**config.mk**
```make
export PLATFORM = sky130hd
export DESIGN_NAME = lcb_rx_framer_flat
export DESIGN_NICKNAME = d
export VERILOG_FILES = /design/src/rtl/lcb_pkg.sv /design/src/rtl/lcb_rx_framer_if.sv /design/src/rtl/lcb_gap_timer.sv /design/src/rtl/lcb_rx_framer.sv /design/src/flat_wrapper.sv
export SDC_FILE = /design/constraint.sdc
export NUM_CORES = 1
export LEC_CHECK = 0
export CAP_MARGIN = 10
export CORE_UTILIZATION = 25
export CTS_CLUSTER_DIAMETER = 30
export CTS_CLUSTER_SIZE = 20
export DETAILED_ROUTE_END_ITERATION = 7
export PLACE_DENSITY = 0.41
export SETUP_SLACK_MARGIN = 0.2
export SYNTH_ARGS = -nofsm -noshare
export SYNTH_HDL_FRONTEND = slang
export SYNTH_SLANG_ARGS = --single-unit
```
**constraint.sdc**
```tcl
create_clock -name clk -period 2.05 [get_ports clk]
set_input_delay 0.5125 -clock clk [delete_from_list [all_inputs] [get_ports clk]]
set_output_delay 0.5125 -clock clk [all_outputs]
set_load 0.02 [all_outputs]
```
**src/rtl/lcb_pkg.sv**
```systemverilog
// Shared LCB framing definitions: state encoding, default sizing and the byte checksum.
package lcb_pkg;

  localparam int unsigned PKT_LEN_DEF = 4;
  localparam int unsigned GAP_CYC_DEF = 400;
  localparam int unsigned LCB_ADDR_W  = 5;
  localparam int unsigned CNT_W_DEF   = 16;
  localparam int unsigned ST_W        = 2;

  localparam logic [ST_W-1:0] ST_IDLE  = 2'd0;
  localparam logic [ST_W-1:0] ST_RECV  = 2'd1;
  localparam logic [ST_W-1:0] ST_CHECK = 2'd2;
  localparam logic [ST_W-1:0] ST_TAIL  = 2'd3;

  // Modulo-256 running checksum step.
  function automatic logic [7:0] lcb_sum8(input logic [7:0] acc, input logic [7:0] b);
    return 8'(acc + b);
  endfunction

endpackage

```
**src/rtl/lcb_rx_framer_if.sv**
```systemverilog
// Byte-receive and buffer-write bundle between uartRx, the framer and ramUART.
interface lcb_rx_framer_if #(
  parameter int unsigned ADDR_W = 5,
  parameter int unsigned CNT_W  = 16
);
  logic              rstTx;
  logic              strob;
  logic [7:0]        iData;
  logic [ADDR_W-1:0] wrAdr;
  logic [7:0]        wrData;
  logic              WE;
  logic              full;
  logic              errSum;
  logic              errLen;
  logic              errOvr;
  logic              busy;
  logic [CNT_W-1:0]  pktCnt;

  // master: byte source side; slave: the framer
  modport master (
    output rstTx, strob, iData,
    input  wrAdr, wrData, WE, full, errSum, errLen, errOvr, busy, pktCnt
  );

  modport slave (
    input  rstTx, strob, iData,
    output wrAdr, wrData, WE, full, errSum, errLen, errOvr, busy, pktCnt
  );
endinterface

```
**src/rtl/lcb_gap_timer.sv**
```systemverilog
// Saturating idle-cycle counter; timeout flags the cycle in which the count reaches LIMIT.
module lcb_gap_timer #(
  parameter int unsigned LIMIT = 400
) (
  input  logic clk,
  input  logic rst,
  input  logic clr,
  input  logic en,
  output logic timeout
);
  localparam int unsigned CW = $clog2(LIMIT + 1);

  logic [CW-1:0] count;

  always_ff @(posedge clk) begin
    if (rst || clr) begin
      count <= '0;
    end else if (en && (count != CW'(LIMIT))) begin
      count <= count + CW'(1);
    end
  end

  // High while the next increment lands on LIMIT, so the consumer acts on that same edge.
  assign timeout = en && !clr && (count == CW'(LIMIT - 1));

endmodule

```
**src/rtl/lcb_rx_framer.sv**
```systemverilog
// Groups uartRx byte strobes into fixed-length LCB answer packets, writes them to the
// answer buffer, verifies the trailing checksum and flags length/checksum/overrun errors.
module lcb_rx_framer
  import lcb_pkg::*;
#(
  parameter int unsigned PKT_LEN = PKT_LEN_DEF,
  parameter int unsigned ADDR_W  = LCB_ADDR_W,
  parameter int unsigned GAP_CYC = GAP_CYC_DEF,
  parameter int unsigned CNT_W   = CNT_W_DEF
) (
  input logic            clk,
  input logic            rst,
  lcb_rx_framer_if.slave bus
);
  localparam int unsigned     BCW      = $clog2(PKT_LEN + 1);
  localparam logic [BCW-1:0]  LAST_IDX = BCW'(PKT_LEN - 1);

  logic [ST_W-1:0]   state, state_nxt;
  logic [BCW-1:0]    byte_cnt, byte_cnt_nxt;
  logic [7:0]        sum, sum_nxt;
  logic              gap_clr, gap_en, timeout;

  logic              we_nxt, full_nxt, err_sum_nxt, err_len_nxt, err_ovr_nxt, busy_nxt;
  logic [ADDR_W-1:0] adr_nxt;
  logic [7:0]        data_nxt;
  logic [CNT_W-1:0]  cnt_nxt;

  // Any accepted or rejected byte restarts the idle window.
  assign gap_clr = bus.rstTx || bus.strob || (state == ST_IDLE);
  assign gap_en  = (state != ST_IDLE);

  lcb_gap_timer #(
    .LIMIT (GAP_CYC)
  ) u_gap_timer (
    .clk     (clk),
    .rst     (rst),
    .clr     (gap_clr),
    .en      (gap_en),
    .timeout (timeout)
  );

  always_ff @(posedge clk) begin
    if (rst) begin
      state      <= ST_IDLE;
      byte_cnt   <= '0;
      sum        <= '0;
      bus.WE     <= 1'b0;
      bus.wrAdr  <= '0;
      bus.wrData <= '0;
      bus.full   <= 1'b0;
      bus.errSum <= 1'b0;
      bus.errLen <= 1'b0;
      bus.errOvr <= 1'b0;
      bus.busy   <= 1'b0;
      bus.pktCnt <= '0;
    end else begin
      state      <= state_nxt;
      byte_cnt   <= byte_cnt_nxt;
      sum        <= sum_nxt;
      bus.WE     <= we_nxt;
      bus.wrAdr  <= adr_nxt;
      bus.wrData <= data_nxt;
      bus.full   <= full_nxt;
      bus.errSum <= err_sum_nxt;
      bus.errLen <= err_len_nxt;
      bus.errOvr <= err_ovr_nxt;
      bus.busy   <= busy_nxt;
      bus.pktCnt <= cnt_nxt;
    end
  end

  always_comb begin
    state_nxt    = state;
    byte_cnt_nxt = byte_cnt;
    sum_nxt      = sum;
    we_nxt       = 1'b0;
    adr_nxt      = bus.wrAdr;
    data_nxt     = bus.wrData;
    full_nxt     = 1'b0;
    err_sum_nxt  = 1'b0;
    err_len_nxt  = 1'b0;
    err_ovr_nxt  = 1'b0;
    cnt_nxt      = bus.pktCnt;

    if (bus.rstTx) begin
      // Transmitter re-arm: drop any partial packet, including a coincident byte.
      state_nxt    = ST_IDLE;
      byte_cnt_nxt = '0;
      sum_nxt      = '0;
    end else begin
      case (state)
        ST_IDLE: begin
          if (bus.strob) begin
            we_nxt       = 1'b1;
            adr_nxt      = '0;
            data_nxt     = bus.iData;
            byte_cnt_nxt = BCW'(1);
            sum_nxt      = bus.iData;
            state_nxt    = ST_RECV;
          end
        end
        ST_RECV: begin
          if (bus.strob) begin
            we_nxt       = 1'b1;
            adr_nxt      = ADDR_W'(byte_cnt);
            data_nxt     = bus.iData;
            byte_cnt_nxt = byte_cnt + BCW'(1);
            if (byte_cnt == LAST_IDX) begin
              state_nxt = ST_CHECK;
            end else begin
              sum_nxt = lcb_sum8(sum, bus.iData);
            end
          end else if (timeout) begin
            err_len_nxt  = 1'b1;
            byte_cnt_nxt = '0;
            sum_nxt      = '0;
            state_nxt    = ST_IDLE;
          end
        end
        ST_CHECK: begin
          // wrData still holds the checksum byte written on the previous cycle.
          if (sum == bus.wrData) begin
            full_nxt = 1'b1;
            cnt_nxt  = bus.pktCnt + CNT_W'(1);
          end else begin
            err_sum_nxt = 1'b1;
          end
          state_nxt = ST_TAIL;
        end
        ST_TAIL: begin
          if (bus.strob) begin
            err_ovr_nxt = 1'b1;
          end else if (timeout) begin
            byte_cnt_nxt = '0;
            sum_nxt      = '0;
            state_nxt    = ST_IDLE;
          end
        end
        default: begin
          state_nxt    = ST_IDLE;
          byte_cnt_nxt = '0;
          sum_nxt      = '0;
        end
      endcase
    end

    busy_nxt = (state_nxt != ST_IDLE);
  end

endmodule

```
**src/flat_wrapper.sv**
```systemverilog
// flat-port wrapper written by rule: the top's interface ports become plain ports
module lcb_rx_framer_flat import lcb_pkg::*;
#(
  parameter int unsigned PKT_LEN = PKT_LEN_DEF,
  parameter int unsigned ADDR_W  = LCB_ADDR_W,
  parameter int unsigned GAP_CYC = GAP_CYC_DEF,
  parameter int unsigned CNT_W   = CNT_W_DEF
)
  (clk, rst, bus_rstTx, bus_strob, bus_iData, bus_wrAdr, bus_wrData, bus_WE, bus_full, bus_errSum, bus_errLen, bus_errOvr, bus_busy, bus_pktCnt);
  lcb_rx_framer_if #(.ADDR_W(ADDR_W), .CNT_W(CNT_W)) bus_i ();
  input logic clk;
  input logic rst;
  input wire logic [$bits(bus_i.rstTx)-1:0] bus_rstTx;
  input wire logic [$bits(bus_i.strob)-1:0] bus_strob;
  input wire logic [$bits(bus_i.iData)-1:0] bus_iData;
  output wire logic [$bits(bus_i.wrAdr)-1:0] bus_wrAdr;
  output wire logic [$bits(bus_i.wrData)-1:0] bus_wrData;
  output wire logic [$bits(bus_i.WE)-1:0] bus_WE;
  output wire logic [$bits(bus_i.full)-1:0] bus_full;
  output wire logic [$bits(bus_i.errSum)-1:0] bus_errSum;
  output wire logic [$bits(bus_i.errLen)-1:0] bus_errLen;
  output wire logic [$bits(bus_i.errOvr)-1:0] bus_errOvr;
  output wire logic [$bits(bus_i.busy)-1:0] bus_busy;
  output wire logic [$bits(bus_i.pktCnt)-1:0] bus_pktCnt;
  assign bus_i.rstTx = bus_rstTx;
  assign bus_i.strob = bus_strob;
  assign bus_i.iData = bus_iData;
  assign bus_wrAdr = bus_i.wrAdr;
  assign bus_wrData = bus_i.wrData;
  assign bus_WE = bus_i.WE;
  assign bus_full = bus_i.full;
  assign bus_errSum = bus_i.errSum;
  assign bus_errLen = bus_i.errLen;
  assign bus_errOvr = bus_i.errOvr;
  assign bus_busy = bus_i.busy;
  assign bus_pktCnt = bus_i.pktCnt;
  lcb_rx_framer #(.PKT_LEN(PKT_LEN), .ADDR_W(ADDR_W), .GAP_CYC(GAP_CYC), .CNT_W(CNT_W)) u_core (.clk(clk), .rst(rst), .bus(bus_i));
endmodule
```
==> results of run 1 <==
-- metal layers --
layer / part of all wire / vias up / routed length [um] / track usage
li1: - / 1480 / - / -
met1: 0.48 / 1410 / 4310 / 0.194
met2: 0.48 / 45 / 4300 / 0.251
met3: 0.028 / 7 / 249 / 0.0224
met4: 0.010 / 0 / 90 / 0.0427
met5: 0 / - / 0 / 0
-- worst max-delay path by stage --
stage / endpoint / slack [ps] / cells past startpoint
2_1_floorplan: u_core.bus.pktCnt[13] / -70 / 5
3_3_place_gp: u_core.bus.pktCnt[13] / -670 / 5
3_5_place_dp: u_core.bus.pktCnt[13] / -690 / 5
4_1_cts: u_core.bus.pktCnt[15] / -6 / 5
5_1_grt: u_core.bus.pktCnt[14] / -100 / 6
6_report: u_core.bus.pktCnt[6] / -50 / 6
-- state kept, by name, indices dropped and copies added (netlist names) --
name,cells
u_core.bus.WE,1
u_core.bus.busy,1
u_core.bus.errLen,1
u_core.bus.errOvr,1
u_core.bus.errSum,1
u_core.bus.full,1
u_core.bus.pktCnt,16
u_core.bus.wrAdr,3
u_core.bus.wrData,8
u_core.byte_cnt,3
u_core.state,2
u_core.sum,8
u_core.u_gap_timer.count,9
-- synthesized netlist by cell type (all sizes together), types with 2 or more instances --
cell | count | area share
dfxtp | 55 | 0.37
nor2 | 44 | 0.056
nand2 | 34 | 0.043
a21oi | 32 | 0.054
clkbuf | 15 | 0.019
o21ai | 15 | 0.025
inv | 14 | 0.018
nand3 | 14 | 0.024
nor2b | 14 | 0.030
ha | 12 | 0.051
mux2 | 11 | 0.042
nor3 | 9 | 0.015
xnor2 | 9 | 0.027
xor2 | 9 | 0.027
nand4 | 7 | 0.015
nor4 | 6 | 0.013
a211oi | 5 | 0.013
buf | 5 | 0.011
or3 | 5 | 0.012
a22oi | 4 | 0.010
mux2i | 4 | 0.014
o22ai | 3 | 0.0063
or2 | 3 | 0.0063
or4 | 3 | 0.0076
a21o | 2 | 0.0051
a32oi | 2 | 0.0059
nand3b | 2 | 0.0051
nand4bb | 2 | 0.0076
nor4b | 2 | 0.0059
o2111ai | 2 | 0.0059
o21bai | 2 | 0.0051
-- metrics by stage --
step                cell area (sq um)  std cells   util  setup TNS (ps)
global route                     4540        609  0.396            -692
floorplan                        3090        363      -            -520
detailed placement               4050        588  0.353          -15400
global placement                 4050        588  0.353          -15420
finish                           4540        609  0.396            -278
CTS                              4410        605  0.384           -8.65
-- power by group through the flow --
stage,Sequential (W),Combinational (W),Clock (W)
6_report,0.00110,0.000376,0.00102
5_1_grt,0.00110,0.000411,0.00109
4_1_cts,0.00110,0.000361,0.00105
3_5_place_dp,0.00112,0.000340,0
3_3_place_gp,0.00112,0.000341,0
2_1_floorplan,0.00113,0.000164,0
-- critical path: stages --
cell	delay [ps]
buf_6	100
or3_4	410
buf_4	150
or4b_4	620
or4_1	420
a21oi_1	130
-- cells by family after synthesis --
group,after synthesis
compound gates,74
xor+xnor,18
fa+ha+maj,13
buf+inv,34
flops,55
mux,15
other cells,1
simple gates,152
-- area by class of cell --
class                   count  area, sq um  area share
well taps                 143          179      0.0394
repair buffers            113          983       0.216
clock inverters             3         47.5      0.0105
flip-flops and latches     55         1110       0.245
clock buffers               5          125      0.0275
inverters                  14         52.6      0.0116
multi-input cells         276         2040       0.449
-- what timing repair did --
item / 4_1_cts / 5_1_grt
gates resized for setup: 57 / 32
pin swaps: 19 / 16
endpoints found under the setup margin: 50 / 33
gates cloned: 2 / 0
setup buffers: 7 / 4
==> flow_summary.json, run 1 <==
{
  "outcome": "finished, violations left",
  "violations": "negative setup slack",
  "antenna_found_initial": 0,
  "synth-seq-area-share": 0.372,
  "hold_path.class": "reg2reg",
  "final_layout_size_suffix_gt1_frac": 0.303,
  "syn_inst": 362,
  "gr-usage-all-layers": 0.148,
  "synth_xor_area_frac": 0.0533,
  "ys_seq_elements": 55,
  "core_sq_um": 11500,
  "synth_top_family_by_area": "simple AND/OR/NAND/NOR gates",
  "reg2reg_to": "u_core.bus.pktCnt[6]",
  "first_pass_iters": 5,
  "switching_power_w": 0.000644,
  "rows": 39,
  "rsz0062_at_grt": "true",
  "maxCapViolations": 0,
  "syn_area_sq_um": 2960,
  "final_common_cell": "buf_4",
  "grt_pass1_wl_mm": 14.7,
  "required_ps": 2290,
  "switching_share": 0.258,
  "setup.worst_path.start": "bus_rstTx",
  "synth_simple_gate_area_share": 0.261,
  "critical_path_class": "in2reg",
  "hold_depth": 2,
  "clock_latency_ps": 300,
  "cts_sinks": 55,
  "drv_slew": 0,
  "ff2ff_path_depth": 6,
  "fin_crit_sh": 1.03,
  "io_pins": 47,
  "synth.area.mux_share": 0.0554,
  "synth_compound_area_frac": 0.151,
  "root_buffer": "clkbuf_16",
  "cts_tree": "built",
  "pwr-share-comb": 0.151,
  "path_max_fanout": 5,
  "async_flop_share": 0,
  "hold_slack_ps": 452,
  "power_density_nw_per_um2": 549,
  "fp.dieH_um": 111,
  "hp-start": "u_core.bus.wrAdr[2]",
  "vias_per_cell": 4.83,
  "drt_iter0_markers": 169,
  "final_nets": 490,
  "synth_enable_flop_cells": 0,
  "gp_congestion": 0.773,
  "dp_hpwl_mm": 6.34,
  "post-place-ws_ps": -690,
  "synth_cell_types": 52,
  "start_util": 0.258,
  "start_kind": "input pin",
  "cts_hold_buf": 0,
  "wl_per_cell_um": 14.7,
  "routed_wl_mm": 8.95,
  "p_leak_nw": 2.00,
  "timing.final.crit_period_ps": 2100,
  "syn_to_final_growth_pct": 53.7,
  "finalHoldViolCount": 0,
  "synthFlopType": "dfxtp_1",
  "intPower_w": 0.00185,
  "drc": 0,
  "reg2reg_from": "u_core.state[1]",
  "ir_drop_uv": 390,
  "cts_made_buffers": 5,
  "gr-total-overflow": 0,
  "grt_max_degree": 40,
  "fin_worst_skew_ps": 10.5,
  "crit_path_end_kind": "register",
  "path_clk_slew_ps": 80,
  "grt_pass1_vias": 2914,
  "fillers": 1174,
  "vias": 2942,
  "ant_nets": 0,
  "port_buffers": 44,
  "yosysWarnings": 0,
  "final_cell_mix": "62 x buf_4, 45 x dfxtp_1, 42 x nor2_1, 32 x nand2_1, 30 x a21oi_1",
  "htree_num_levels": 2,
  "cp_data_arrival_time_ps": 2340,
  "r2r_slack_ps": -50,
  "synthAdderAreaFrac": 0.0576,
  "clockBufferDepth": 2,
  "fin_ws_ps": -54.6,
  "max_freq_ghz": 0.475,
  "holdPathEnd": "u_core.bus.wrAdr[2]",
  "p_seq_frac": 0.441,
  "fp.dieW_um": 111,
  "setup_violations": 8,
  "power_w": 0.00250,
  "clkPwrFrac": 0.408,
  "syn_area_per_cell_sq_um": 8.17,
  "dieArea_sq_um": 12300,
  "n_antenna_cell": 0
}
Power figures use the tool's default switching activity.
==> run 2, diff against run 1 <==
- CTS_CLUSTER_SIZE: 20 -> 8
==> results of run 2 <==
No change in the layout: final DEF, timing and power equal those of run 1.
